==> config.mk <==
export PLATFORM = sky130hd
export DESIGN_NAME = mux_rr_arbiter
export DESIGN_NICKNAME = d
export VERILOG_FILES = /design/src/rtl/mux_rr_arbiter.sv
export SDC_FILE = /design/constraint.sdc
export NUM_CORES = 1
export LEC_CHECK = 0
export BUFFER_PORTS_ARGS = -buffer_cell sky130_fd_sc_hd__buf_4
export CORE_MARGIN = 10
export CORE_UTILIZATION = 45
export DETAILED_ROUTE_END_ITERATION = 7
export PLACE_DENSITY = 0.81
export SETUP_SLACK_MARGIN = 0.1
export SLEW_MARGIN = 15
export SYNTH_ARGS = -nofsm -noshare
export SYNTH_HDL_FRONTEND = slang
export SYNTH_SLANG_ARGS = --single-unit
==> constraint.sdc <==
create_clock -name clk -period 1.9 [get_ports clk]
set_input_delay 0.19 -clock clk [delete_from_list [all_inputs] [get_ports clk]]
set_output_delay 0.19 -clock clk [all_outputs]
set_load 0.03 [all_outputs]
==> src/rtl/mux_rr_arbiter.sv <==
// Round-robin arbiter driving the 2-bit select of a 4:1 nibble mux, with a valid/ready
// output handshake and a transfer counter. Define MUX_ARB_PRIO_EN to give channel 0 strict priority.
module mux_rr_arbiter #(
  parameter int CNT_W = 8
) (
  input  logic             clk,
  input  logic             rst_n,
  input  logic [3:0]       req,
  output logic [3:0]       grant,
  output logic [1:0]       sel,
  output logic             out_valid,
  input  logic             out_ready,
  output logic [CNT_W-1:0] xfer_count
);

  localparam logic STATE_IDLE  = 1'b0;
  localparam logic STATE_GRANT = 1'b1;

  localparam logic [CNT_W-1:0] CNT_ONE = {{(CNT_W-1){1'b0}}, 1'b1};

  // Returns {found, index}: first requester after 'last', wrapping mod 4.
  function automatic logic [2:0] rr_pick(input logic [3:0] r, input logic [1:0] last);
    logic [7:0] dbl;
    logic [3:0] rot;
    logic [1:0] off;
    logic [2:0] base;
    dbl  = {r, r};
    base = 3'd1 + {1'b0, last};
    rot  = dbl[base +: 4];
    if (rot[0]) begin
      off = 2'd0;
    end else if (rot[1]) begin
      off = 2'd1;
    end else if (rot[2]) begin
      off = 2'd2;
    end else begin
      off = 2'd3;
    end
`ifdef MUX_ARB_PRIO_EN
    if (r[0]) begin
      rr_pick = {1'b1, 2'b00};
    end else begin
      rr_pick = {|rot, last + 2'd1 + off};
    end
`else
    rr_pick = {|rot, last + 2'd1 + off};
`endif
  endfunction

  function automatic logic [3:0] onehot(input logic [1:0] idx);
    onehot = 4'b0001 << idx;
  endfunction

  logic             state_r;
  logic             state_n_s;
  logic [1:0]       last_r;
  logic [1:0]       last_n_s;
  logic [1:0]       sel_r;
  logic [1:0]       sel_n_s;
  logic [3:0]       grant_r;
  logic [3:0]       grant_n_s;
  logic             valid_r;
  logic             valid_n_s;
  logic [CNT_W-1:0] count_r;
  logic [CNT_W-1:0] count_n_s;
  logic [1:0]       arb_last_s;
  logic [2:0]       pick_s;
  logic             handshake_s;

  // Arbitration starting point: last served in IDLE, the current selection at a handshake.
  always_comb begin
    handshake_s = valid_r & out_ready;
    if (state_r == STATE_GRANT) begin
      arb_last_s = sel_r;
    end else begin
      arb_last_s = last_r;
    end
    pick_s = rr_pick(req, arb_last_s);
  end

  // Next-state logic; GRANT holds everything stable until the handshake.
  always_comb begin
    state_n_s = state_r;
    last_n_s  = last_r;
    sel_n_s   = sel_r;
    grant_n_s = grant_r;
    valid_n_s = valid_r;
    count_n_s = count_r;
    case (state_r)
      STATE_IDLE: begin
        if (pick_s[2]) begin
          state_n_s = STATE_GRANT;
          sel_n_s   = pick_s[1:0];
          grant_n_s = onehot(pick_s[1:0]);
          valid_n_s = 1'b1;
        end else begin
          grant_n_s = 4'b0000;
          valid_n_s = 1'b0;
        end
      end
      STATE_GRANT: begin
        if (handshake_s) begin
          last_n_s  = sel_r;
          count_n_s = count_r + CNT_ONE;
          if (pick_s[2]) begin
            sel_n_s   = pick_s[1:0];
            grant_n_s = onehot(pick_s[1:0]);
            valid_n_s = 1'b1;
          end else begin
            state_n_s = STATE_IDLE;
            grant_n_s = 4'b0000;
            valid_n_s = 1'b0;
          end
        end else begin
          valid_n_s = 1'b1;
        end
      end
      default: begin
        state_n_s = STATE_IDLE;
        grant_n_s = 4'b0000;
        valid_n_s = 1'b0;
      end
    endcase
  end

  // State and output registers; reset drops any pending grant without counting it.
  always_ff @(posedge clk or negedge rst_n) begin
    if (!rst_n) begin
      state_r <= STATE_IDLE;
      last_r  <= 2'b11;
      sel_r   <= 2'b00;
      grant_r <= 4'b0000;
      valid_r <= 1'b0;
      count_r <= {CNT_W{1'b0}};
    end else begin
      state_r <= state_n_s;
      last_r  <= last_n_s;
      sel_r   <= sel_n_s;
      grant_r <= grant_n_s;
      valid_r <= valid_n_s;
      count_r <= count_n_s;
    end
  end

  assign grant      = grant_r;
  assign sel        = sel_r;
  assign out_valid  = valid_r;
  assign xfer_count = count_r;

endmodule

==> results by stage, run 1 <==
Run status:
- The run finished, with violations left.
- The checks that failed: setup timing.

Finish:
- 0 antenna diodes ended up in the layout.
- The number of fill cells in the layout is 147.
- The net count of the finished layout is 114.
- The filler-free cell count of the finished design is 128.
- After routing the design area is 1200 um2.
- Compared with the post-synthesis result, the final layout area differs by 41.0%.
- Cells with a size suffix above 1 make up 50.5% of the layout.

Placed design:
- The half-perimeter wire length after placement is 1.42 mm.
- Once placement finished, the instance area stood at 1080 um2.
- The number of buffers inserted by port buffering is 21.
- The global placement routability congestion is 0.726.
- The count of placed standard cells including taps is 122.

Logic synthesis:
- The cell count after synthesis is 74.
- The number of nets handed over by synthesis was 84.
- The cell with the most instances after synthesis is sky130_fd_sc_hd__dfrtp_1.
- In this run, synthesis produced a sequential element count of 17.
- sky130_fd_sc_hd__dfrtp_1 takes more of the synthesized area than any other cell.
- The share of synthesized area occupied by flip-flops and latches is 50.2%.
- Of all flip-flops after synthesis, the portion carrying an async set or reset was 100%.
- By area the synthesized netlist is led by sky130_fd_sc_hd__dfrtp_1, sky130_fd_sc_hd__dfstp_2, sky130_fd_sc_hd__mux2_2, sky130_fd_sc_hd__xnor2_1, sky130_fd_sc_hd__ha_1.
- The number of synthesized flops with an enable pin is 0.
- The total number of yosys warnings is 0.
- The synthesized area is 852 um2.
- Counting instances in the post-synthesis netlist gives the leading cell types as sky130_fd_sc_hd__dfrtp_1, sky130_fd_sc_hd__nand2_1, sky130_fd_sc_hd__nor2_1, sky130_fd_sc_hd__xnor2_1, sky130_fd_sc_hd__mux2_2.
- Counting distinct cell types in the post-synthesis netlist gives 32.
- The top cell type's share of synthesized area is 44.1%.
- The mean instance size in the synthesized netlist is 11.5 um2.
- Among all flip-flop cells after synthesis, the most frequent one is sky130_fd_sc_hd__dfrtp_1.

Die:
- Pin placement for this block handled 22 I/O pins.
- The vertical extent of the die is 63.5 um.
- The die area is 4030 um2.
- The cell row count is 15.
- The horizontal die dimension is 63.5 um.
- The initial utilization of the core area, before any placement, comes to 48.3%.
- The core region is 1760 um2.

Critical path:
- The largest individual stage delay along the critical path comes from the cell sky130_fd_sc_hd__dfrtp_2.
- Following the worst setup path forward leads to its endpoint at sel[1].
- The total buffers and inverters traversed by the critical path is 0.
- The critical path start-end classification is flop to flop.
- The data required time of the critical path is 2.09 ns.
- The slack of the worst reg-to-reg path is -0.07 ns.
- The number of cell instances on the worst register-to-register path is 8.
- The worst register-to-register path begins at out_valid.
- The kind of start point of the critical path is a flop.
- In this run the worst path has a maximum fanout of 5.
- The arrival time at the worst endpoint is 2.16 ns.
- On the critical path the largest part of the delay comes from multiplexers.
- The startpoint of the most critical setup path is out_valid.
- STA classifies the critical path endpoint as a flop.
- The path length in cells of the critical path is 8.
- On the worst path, the slowest cell contributes a delay of 0.42 ns.
- The worst register-to-register path ends at sel[1].
- Traced cell by cell, the critical path runs through mux2i_4, nand2_1, a21oi_2, nor3_2, a21o_2, ha_4, xnor2_4, mux2_4.

Detailed routing:
- Wires add up to 1.97 mm.
- The first-pass detailed-route iteration total is 4.
- For this run, design rule violations remaining after detail routing come to 0.
- The via density per instance is 5.12.
- The routed layout has 655 vias.
- After the first detailed-routing iteration, the DRC count stood at 2.
- The final routed wire length divided by cell count is 15.4 um.
- Once detail routing completed, the nets flagged for antenna violations numbered 0.

Clock tree:
- The CTS tree is done.
- The clock latency at the later pin of the worst-skew pair is 0.29 ns.
- Clock-pin slew was measured on the worst setup and hold paths at 0.10 ns.
- The maximum count of clock buffers along a single path is 2.
- In this run the number of H-tree levels came out at 1.
- The clock drives 17 sinks.
- The clock root buffer master is sky130_fd_sc_hd__clkbuf_4.
- The total clock buffers created by CTS is 3.

Timing:
- Final hold analysis gives a worst-case slack of 0.193 ns.
- The post-route clock period utilization is 104%.
- Setup violations remaining at the end of the flow were counted as 3.
- The number of slew-limit violations in the final report came to 0.
- Across the routed clock network, the largest skew measured is 0.00734 ns.
- The slew at the pin closest to its max-slew limit is 0.541 ns.
- Derived from the worst setup path, the maximum achievable clock frequency is 508 MHz.
- The minimum clock period after layout is 1.97 ns.
- Setup repair after global routing could not meet its margin everywhere.
- After layout, the worst setup slack is -0.0685 ns.
- The max-slew headroom at the worst pin is 63.6%.
- The number of hold violations in the final report was 0.

Pwr:
- Power spread over the standard cell area amounts to 1700 nW/um2.
- The analysis attributes to cell leakage a power of 0.547 nW.
- Total power for the finished layout comes to 2.04 mW.
- Across the VDD grid, the largest voltage drop is 0.00101 V.

Global route:
- Global routing used 9.67% of the available tracks.
- The total congestion overflow is 0.
- The first global-routing pass estimated 3.22 mm of wire.
- The largest net degree at the start of global routing is 18.
- The initial antenna violation count is 0.
- The number of global-route vias before repair is 683.

Run:
- The max capacitance violation total is 0.

Worst hold path:
- The worst hold path belongs to the class input pin to flop.
-- sequential cells by signal, indices dropped and copies added (netlist names) --
register	cells
xfer_count	8
last_r	2
grant	4
out_valid	1
sel	2
-- metrics by stage --
stage / utilization (%) / setup slack [ns] / TNS [ns]
3_5_place_dp: 61.0 / -0.0366 / -0.0694
5_1_grt: 68.1 / -0.100 / -0.320
2_1_floorplan: - / -0.0729 / -0.169
4_1_cts: 65.7 / -0.0260 / -0.0717
3_3_place_gp: 61.0 / 0.0191 / 0
6_report: 68.1 / -0.0685 / -0.133
-- worst min path at each step --
| stage | start | endpoint | slack, ns | cells after the start |
|---|---|---|---|---|
| finish | req[1] | out_valid | 0.19 | 3 |
| floorplan | rst_n | grant[0] | -0.11 | 0 |
| global placement | rst_n | xfer_count[7] | 0.06 | 1 |
| global route | req[1] | out_valid | 0.19 | 3 |
| detailed placement | rst_n | grant[1] | 0.07 | 1 |
| CTS | req[2] | out_valid | 0.18 | 3 |
-- area by class of cell --
| cell class | instances | area [um2] | area share [%] |
|---|---|---|---|
| Tap cell | 25 | 31.3 | 2.60 |
| Timing Repair Buffer | 26 | 210 | 17.5 |
| Clock buffer | 3 | 22.5 | 1.88 |
| Multi-Input combinational cell | 55 | 499 | 41.6 |
| Sequential cell | 17 | 429 | 35.7 |
| Clock inverter | 1 | 5.00 | 0.417 |
| Inverter | 1 | 3.75 | 0.313 |
-- cell families (layout without fill, tap and decap cells) --
family                   after synthesis  after routing  share of synthesized area (%)
multiplexers                           9              9                           12.6
adder cells (fa/ha/maj)                3              3                           4.41
AO/OA/AOI/OAI                          9              9                           7.34
AND/OR/NAND/NOR                       26             26                           15.4
flip-flops                            17             17                           50.2
XOR/XNOR                               8              8                           9.10
buffers and inverters                  2             31                          0.880
-- cells in the final DEF, fill, tap and decap left out, types with 2 or more instances in the layout --
| cell type | netlist | layout |
|---|---|---|
| sky130_fd_sc_hd__nand4_1 | 2 | 2 |
| sky130_fd_sc_hd__mux2_2 | 4 | 3 |
| sky130_fd_sc_hd__ha_4 | 0 | 2 |
| sky130_fd_sc_hd__clkbuf_4 | 0 | 3 |
| sky130_fd_sc_hd__mux2_4 | 1 | 2 |
| sky130_fd_sc_hd__a21oi_2 | 0 | 2 |
| sky130_fd_sc_hd__xnor2_1 | 5 | 5 |
| sky130_fd_sc_hd__buf_4 | 0 | 24 |
| sky130_fd_sc_hd__xor2_1 | 2 | 2 |
| sky130_fd_sc_hd__mux2i_4 | 0 | 2 |
| sky130_fd_sc_hd__nand2_1 | 6 | 6 |
| sky130_fd_sc_hd__dfstp_2 | 2 | 2 |
| sky130_fd_sc_hd__nor2_1 | 6 | 6 |
| sky130_fd_sc_hd__nand3_1 | 2 | 2 |
| sky130_fd_sc_hd__dfrtp_1 | 15 | 14 |
-- what timing repair did --
item | in CTS | in global routing
hold buffers | 1 | 0
setup endpoints to repair | 5 | 5
pin swaps | 4 | 6
buffers inserted | 0 | 1
resized for setup | 6 | 4
endpoints found under the hold margin | 17 | 0
-- report_power, final --
part           switching, mW  total [mW]  leakage [nW]  internal (mW)
Combinational          0.609        1.18         0.323          0.567
Clock                  0.112       0.191        0.0177         0.0784
Sequential             0.152       0.674         0.206          0.522
Total                  0.873        2.04         0.547           1.17
-- worst min-delay path, stage by stage --
cell	delay, ns
sky130_fd_sc_hd__buf_4	0.11
sky130_fd_sc_hd__nor4_1	0.07
sky130_fd_sc_hd__nand2b_1	0.07
-- per-layer routing --
metal	GRT usage, %	wire length (um)	vias to the layer above
met4	3.55	20	0
met1	10.2	851	311
met5	0	0	-
met3	5.83	155	4
met2	15.5	939	19
li1	-	-	321
(Power assumes the default switching activity.)
==> run 2, diff against run 1 <==
--- a/config.mk
+++ b/config.mk
@@ -5,6 +5,7 @@
 export SDC_FILE = /design/constraint.sdc
 export NUM_CORES = 1
 export LEC_CHECK = 0
+export ABC_AREA = 1
 export BUFFER_PORTS_ARGS = -buffer_cell sky130_fd_sc_hd__buf_4
 export CORE_MARGIN = 10
 export CORE_UTILIZATION = 45
==> run 2 against run 1 <==
Combinational power grew 69%. Critical endpoint is now grant[2]. Die area increased by 4.1%. The flow now finishes without violations. Maximum frequency rose by 5.0%. Sequential share of layout area shrank 4.1 points. Clock skew is 0.0048 ns lower. Largest cell class unchanged. Worst setup slack better by 0.093 ns. Via count is 34% higher. Synthesized cell count rose by 49%. Non-clock buffer count up 4. Clock power decreased by 2%. Register-to-register slack improved by 0.09 ns. Global-route usage rose by 2.6 points.
==> results by stage, run 2 <==
Run status:
- The flow ran to the end, and the final reports show no timing, DRC or antenna violations.

Logic synthesis:
- The number of nets produced by synthesis is 120.
- The total number of yosys warnings is 0.
- The flip-flop and latch count after synthesis is 17.
- The number of synthesized flops with an enable pin is 0.
- The share of synthesized registers carrying an async set or reset is 100%.
- By area the synthesized netlist is led by sky130_fd_sc_hd__dfrtp_1, sky130_fd_sc_hd__nand2_1, sky130_fd_sc_hd__nand3_1, sky130_fd_sc_hd__dfstp_2, sky130_fd_sc_hd__xnor2_1.
- The biggest area consumer among synthesized cells is sky130_fd_sc_hd__dfrtp_1.
- The mean instance size in the synthesized netlist is 8.21 um2.
- The share of synthesized area occupied by flip-flops and latches is 47.4%.
- Yosys instantiated no cell more often than sky130_fd_sc_hd__nand2_1.
- The most used flip-flop cell after synthesis is sky130_fd_sc_hd__dfrtp_1.
- The top cell type's share of synthesized area is 41.6%.
- In the synthesized netlist, the number of instances is 110.
- The count of unique library cells instantiated by Yosys is 19.
- The cell area that synthesis handed to floorplanning was 903 um2.
- After synthesis, the most frequently instantiated cells are sky130_fd_sc_hd__nand2_1, sky130_fd_sc_hd__nand3_1, sky130_fd_sc_hd__dfrtp_1, sky130_fd_sc_hd__inv_1.

Clock tree:
- The level count of the clock H-tree is 1.
- The total clock buffers created by CTS is 3.
- The tree built by TritonCTS fans out to 17 sinks.
- The later pin in the worst-skew pair is clocked with a latency of 0.28 ns.
- The CTS tree is done.
- The clock passes through at most 2 buffers.
- Clock-pin slew was measured on the worst setup and hold paths at 0.09 ns.
- Clock tree synthesis selected as its root buffer the cell sky130_fd_sc_hd__clkbuf_4.

Die:
- The initialized floorplan defines 16 standard-cell rows.
- The top-level I/O count is 22.
- The die area is 4200 um2.
- The vertical extent of the die is 64.8 um.
- The die is 64.8 um wide.
- The core outline area is 1940 um2.
- The effective utilization at floorplan is 46.5%.

Timing:
- Setup violations remaining at the end of the flow were counted as 0.
- The max-slew headroom at the worst pin is 76.3%.
- Setup repair after global routing could not meet its margin everywhere.
- The upper clock frequency limit is 533 MHz.
- The clock arrives with 0.00257 ns of skew.
- Of the available clock period, the critical path in the final layout requires 98.7%.
- The number of hold violations in the final report is 0.
- The number of slew-limit violations in the final report came to 0.
- The slew at the pin closest to its max-slew limit is 0.354 ns.
- The smallest clock period supported by the final layout is computed as 1.88 ns.

Critical path:
- Traced cell by cell, the critical path runs through inv_2, nand2_4, nand3_4, nand3_2, nand2_2, nand3_2, nand2_2, ha_4, xor2_2, inv_1, nand3_2, nand2_4, nor2_1, nand2_1, nand2_1.
- Counting both buffers and inverters, the worst setup path holds a total of 2.
- The cell that appears most often on the critical path is sky130_fd_sc_hd__nand3_2.
- The worst setup path is captured at a flop.
- The worst register-to-register path begins at last_r[0].
- The number of cell instances on the worst register-to-register path is 15.
- Across all register-to-register paths, the minimum setup slack is 0.02 ns.
- The setup path with the least slack is of type flop to flop.
- The kind of start point of the critical path is a flop.
- On the worst path, the slowest cell contributes a delay of 0.59 ns.
- Of all nets on the critical path, the largest fanout is 5.
- The arrival time at the worst endpoint is 2.06 ns.
- The data required time of the critical path is 2.08 ns.
- The endpoint identified for the worst register-to-register timing path is grant[2].
- The largest individual stage delay along the critical path comes from the cell sky130_fd_sc_hd__dfstp_2.
- Grouping stages by cell kind, the critical path spends the most delay in simple AND/OR/NAND/NOR gates.

Detailed routing:
- The remaining design rule violation count is 0.
- The first detailed-routing pass took 4 iterations.
- The via density per instance is 5.13.
- The count of nets left with antenna violations once routing finished came out at 0.
- The routed design has 2.47 mm of wire.
- The routed layout has 877 vias.
- The number of DRC markers after the initial detailed-route iteration is 29.
- After detailed routing, the average wire length per cell comes to 14.4 um.

Placed design:
- After legalization and detailed placement, the total HPWL measured 1.75 mm.
- In this run the tool buffered the top-level ports with 21 buffer cells.
- At the end of routability-driven placement, the weighted congestion stood at 0.918.

Global route:
- The initial antenna violation count was 0.
- The number of global-route vias before repair came to 912.
- The first global-routing pass estimated 4.20 mm of wire.
- Across every metal layer, demand over resource in global routing totals 12.3%.
- The largest net degree at the start of global routing is 18.
- The total congestion overflow is 0.

Finish:
- Leaving out fill and tap cells, the most frequent cells in the layout are sky130_fd_sc_hd__buf_4, sky130_fd_sc_hd__nand2_1, sky130_fd_sc_hd__nand3_2.
- The flip-flop count of the largest register after layout is 8.
- The layout overhead on the synthesized area is 51.0%.
- The area of all sequential standard cells is 432 um2.
- The number of antenna diodes in the final layout is 0.
- After the last flow step, the layout net total stands at 155.
- The share of post-route cells with drive strength above 1 is 49.3%.
- The filler cells instantiated in the layout total 142.
- Leaving out fill and tap cells, the most frequent cell in the layout is sky130_fd_sc_hd__buf_4.
- The multi-input combinational cell area is 596 um2.
- Once layout is complete, the utilization of the core stands at 70.2%.

Pwr:
- Across the VDD grid, the largest voltage drop is 0.00123 V.
- For this design the ratio of total power to cell area is 2110 nW/um2.
- The leakage power total is 0.698 nW.
- Power comes to 2.87 mW.

Run:
- The max capacitance violation total is 0.

Worst hold path:
- The type of the worst min-delay path is input pin to flop.
- In this run the most critical hold path is launched from out_ready.
- Counting instances, the worst hold path has a depth of 4.
- The endpoint of the worst hold path is grant[2].
run 2: stage by stage:
stage / worst slack, ns / cell area [um2] / TNS [ns] / instances / hold WS, ns
final: 0.0248 / 1360 / 0 / 171 / 0.229
after CTS: 0.0365 / 1330 / 0 / 170 / 0.226
after global routing: -0.140 / 1360 / -0.526 / 171 / 0.242
after global placement: -0.0149 / 1140 / -0.0149 / 161 / 0.0588
after detailed placement: -0.104 / 1140 / -0.395 / 161 / 0.0646
after floorplan: 0.0624 / 930 / 0 / 110 / -0.106
run 2: worst max path at each step:
stage	start	end	slack (ns)	depth (start not counted)
floorplan	out_valid	grant[2]	0.06	16
finish	last_r[0]	grant[2]	0.02	15
detailed placement	last_r[0]	grant[2]	-0.10	15
global route	out_valid	grant[2]	-0.14	13
CTS	last_r[1]	grant[2]	0.04	15
global placement	last_r[0]	grant[2]	-0.01	15
run 2: cells by family (layout without fill, tap and decap cells):
logic type	after synthesis	in the layout	share of synthesized area, %
fa+ha+maj	3	3	4.16
compound gates	5	5	3.18
buf+inv	11	45	4.71
xor+xnor	8	8	7.76
flops	17	17	47.4
simple gates	66	66	32.8
run 2: cell type report:
class                   instances  area share [%]
flip-flops and latches         17            31.7
well taps                      27            2.48
multi-input cells              82            43.7
inverters                      11            3.58
repair buffers                 30            16.7
clock buffers                   4            1.93
run 2: what timing repair did:
action	4_1_cts	5_1_grt
buffers inserted	4	1
setup endpoints to repair	5	5
resized for setup	25	5
endpoints found under the hold margin	17	0
hold buffers	1	0
pin swaps	12	1
run 2: worst register-to-register path: stages (launching register included):
cell and delay [ns]:
sky130_fd_sc_hd__dfstp_2 0.59, sky130_fd_sc_hd__inv_2 0.06, sky130_fd_sc_hd__nand2_4 0.11, sky130_fd_sc_hd__nand3_4 0.08, sky130_fd_sc_hd__nand3_2 0.07, sky130_fd_sc_hd__nand2_2 0.06, sky130_fd_sc_hd__nand3_2 0.06, sky130_fd_sc_hd__nand2_2 0.07
sky130_fd_sc_hd__ha_4 0.17, sky130_fd_sc_hd__xor2_2 0.14, sky130_fd_sc_hd__inv_1 0.06, sky130_fd_sc_hd__nand3_2 0.07, sky130_fd_sc_hd__nand2_4 0.09, sky130_fd_sc_hd__nor2_1 0.05, sky130_fd_sc_hd__nand2_1 0.05, sky130_fd_sc_hd__nand2_1 0.05
run 2: report_power, final:
part	switching [mW]	total [mW]	internal [mW]	leakage [nW]
combinational	1.19	1.99	0.800	0.480
sequential	0.161	0.700	0.539	0.203
clock	0.106	0.187	0.0815	0.0150
total	1.45	2.87	1.42	0.698
run 2: layer usage:
metal	track usage, %	part of all wire [%]
met5	0	0
met4	5.61	1.8
met3	2.41	3.4
met2	21.4	55
met1	14.1	40
==> run 3, diff against run 2 <==
--- a/config.mk
+++ b/config.mk
@@ -11,7 +11,6 @@
 export CORE_UTILIZATION = 45
 export DETAILED_ROUTE_END_ITERATION = 7
 export PLACE_DENSITY = 0.81
-export SETUP_SLACK_MARGIN = 0.1
 export SLEW_MARGIN = 15
 export SYNTH_ARGS = -nofsm -noshare
 export SYNTH_HDL_FRONTEND = slang
==> run 3 against run 2 <==
The flow now finishes with violations (setup timing). Count of clock-buffer cells in the layout stayed put. Cell count decreased by 0.58%. Register-to-register slack lost 0.05 ns. Critical path type unchanged. Largest cell class unchanged. Global-route usage shrank 1.4 points. Maximum frequency down 2.6%. Combinational power is 5% lower.
==> results by stage, run 3 (synthesis gave the netlist of run 2 again) <==
Global route:
- Entering global routing, the biggest net connects 18 pins.
- The total congestion overflow is 0.
- In the global route stage, overall resource usage came out at 10.9%.
- The number of global-route vias before repair is 846.
- The initial antenna violation count is 0.
- The first global-routing pass estimated 3.74 mm of wire.

Pwr:
- Total power for the finished layout comes to 2.77 mW.
- Registers are responsible for 25.0% of the overall power.
- For this design the static power due to leakage is 0.673 nW.
- Combinational logic is responsible for 68.2% of the overall power.
- The maximum resistive drop on vdd is 0.00116 V.
- The clock group share of total power is 6.8%.
- The internal power of the cells totals 1.36 mW.
- The switching power is 1.41 mW.
- The total power per unit cell area is 2070 nW/um2.
- The switching share of power is 51.0%.

Die:
- The die area is 4200 um2.
- The effective utilization at floorplan is 46.5%.
- The vertical extent of the die is 64.8 um.
- The cell row count is 16.
- 22 I/O pins were placed.
- The core outline area is 1940 um2.
- From left edge to right edge, the die measures 64.8 um.

Worst hold path:
- The worst hold path cell count is 4.
- The tightest min-delay check is of the input pin to flop type.

Finish:
- Across the whole layout, storage elements account for 432 um2.
- Leaving out fill and tap cells, the most frequent cell in the layout is sky130_fd_sc_hd__buf_4.
- In the final layout, the share of cells above drive strength 1 is 47.6%.
- The number of nets in the layout is 154.
- The register with the most flip-flops in the layout has 8 of them.
- Compared with the post-synthesis result, the final layout area differs by 48.3%.
- The count of inserted antenna diode cells is 0.
- The top cell types in the final layout, fill and taps aside, are sky130_fd_sc_hd__buf_4, sky130_fd_sc_hd__nand2_1, sky130_fd_sc_hd__dfrtp_1.
- The multi-input combinational cell area is 582 um2.
- The filler-free cell count of the finished design is 170.
- After filler insertion, the fill cell instance count of the layout stands at 151.

Timing:
- Setup repair after global routing could not meet its margin everywhere.
- The worst setup slack after layout is -0.0258 ns.
- The final number of setup-violating endpoints is 1.
- Derived from the worst setup path, the maximum achievable clock frequency is 519 MHz.
- The summed negative setup slack over all endpoints is -0.0258 ns.
- The final critical path takes up 101% of the cycle.
- The final-layout worst hold slack is 0.227 ns.
- The number of slew-limit violations in the final report is 0.
- The setup clock skew after layout is 0.00132 ns.
- The minimum clock period after layout is 1.93 ns.
- The number of hold violations in the final report is 0.
- The slew at the pin closest to its max-slew limit is 0.373 ns.
- The worst pin sits at a relative slew slack of 75.0%.

Detailed routing:
- The via density per instance is 4.95.
- The final routed wire length divided by cell count is 14.0 um.
- The overall routed net length is 2.38 mm.
- The remaining design rule violation count is 0.
- The routed layout has 841 vias.
- The count of nets left with antenna violations once routing finished came out at 0.
- The pre-antenna-repair detailed-routing pass consisted of 4 iterations.
- The number of DRC markers after the initial detailed-route iteration is 29.

Critical path:
- The worst register-to-register path has a depth of 15.
- The nature of the critical path endpoint is a flop.
- STA puts the critical path data required time at 2.09 ns.
- The signal on the critical path passes through inv_2, nand2_4, nand3_4, nand3_2, nand2_2, nand3_2, nand2_2, ha_4, xor2_2, inv_1, nand3_2, nand2_4, nor2_1, nand2_1, nand2_1.
- The cell seen most often among critical-path stages is sky130_fd_sc_hd__nand3_2.
- The largest stage delay on the critical path is 0.58 ns.
- Of all nets on the critical path, the largest fanout is 5.
- The critical path in this run is classified as flop to flop.
- The worst setup path is launched from a flop.
- The standard cell with the maximum stage delay on the critical path is sky130_fd_sc_hd__dfstp_2.
- For the worst setup path, the data arrival time is 2.11 ns.

Run status:
- The final reports fail on setup timing.
- The flow ran to the end, but the final reports show violations.

Clock tree:
- The root buffer cell chosen for the clock tree is sky130_fd_sc_hd__clkbuf_4.
- The total clock buffers created by CTS is 3.
- The level count of the clock H-tree is 1.
- TritonCTS built the clock tree.
- The longest clock path from root to sink contains 2 buffers.
- The clock sink total is 17.
- At the later pin of the worst-skew pair, clock insertion delay measures 0.28 ns.
- The clock transition time at the flip-flop clock pins of the worst setup and hold paths is 0.09 ns.

Placed design:
- The congestion estimate from routability-driven global placement came to 0.833.
- At the placement stage, the worst setup path has a slack of -0.0700 ns.
- The count of placed standard cells including taps is 161.
- The half-perimeter wire length after placement is 1.59 mm.
- Port buffering added 21 buffers.

Run:
- The max capacitance violation total is 0.
[run 3: stage by stage]
stage / util, % / cell area [um2]
6_report: 69.0 / 1340
5_1_grt: 69.0 / 1340
4_1_cts: 63.9 / 1240
3_5_place_dp: 57.7 / 1120
3_3_place_gp: 57.7 / 1120
2_1_floorplan: - / 907
[run 3: path summary, 6_finish.rpt]
path,to,start,slack (ns)
max,grant[2],last_r[0],-0.03
min reg2reg,last_r[1],last_r[1],0.48
min in group asynchronous,grant[2],rst_n,0.29
max in group asynchronous,last_r[1],rst_n,1.36
max reg2reg,grant[2],last_r[0],-0.03
min,grant[2],out_ready,0.23
[run 3: power groups by stage]
stage	combinational, mW	clock, mW	sequential [mW]
floorplan	0.783	0	0.912
global placement	1.46	0	0.678
detailed placement	1.49	0	0.688
CTS	1.64	0.196	0.688
global route	2.08	0.204	0.717
finish	1.89	0.189	0.694
[run 3: repair_timing]
item	4_1_cts	5_1_grt
resized for setup	16	18
hold buffers	1	0
endpoints found under the setup margin	5	5
setup buffers	3	1
pin swaps	9	8
hold endpoints to repair	17	0
[run 3: layout make-up]
type | instances | share of cell area, %
flip-flops and latches | 17 | 32.2
well taps | 27 | 2.52
multi-input cells | 82 | 43.4
clock buffers | 4 | 1.96
repair buffers | 29 | 16.4
inverters | 11 | 3.45
[run 3: critical path, delay by kind of cell, from the launching register on]
| kind | cells | cell delay, ns |
|---|---|---|
| simple gates | 11 | 0.82 |
| flops | 1 | 0.58 |
| buf+inv | 2 | 0.11 |
| fa+ha+maj | 1 | 0.17 |
| xor+xnor | 1 | 0.14 |
[run 3: per-layer routing]
layer / track usage (%) / vias to the layer above / wire length [um]
li1: - / 417 / -
met1: 11.8 / 406 / 986
met2: 19.5 / 14 / 1280
met3: 2.41 / 4 / 86
met4: 5.61 / 0 / 25
met5: 0 / - / 0
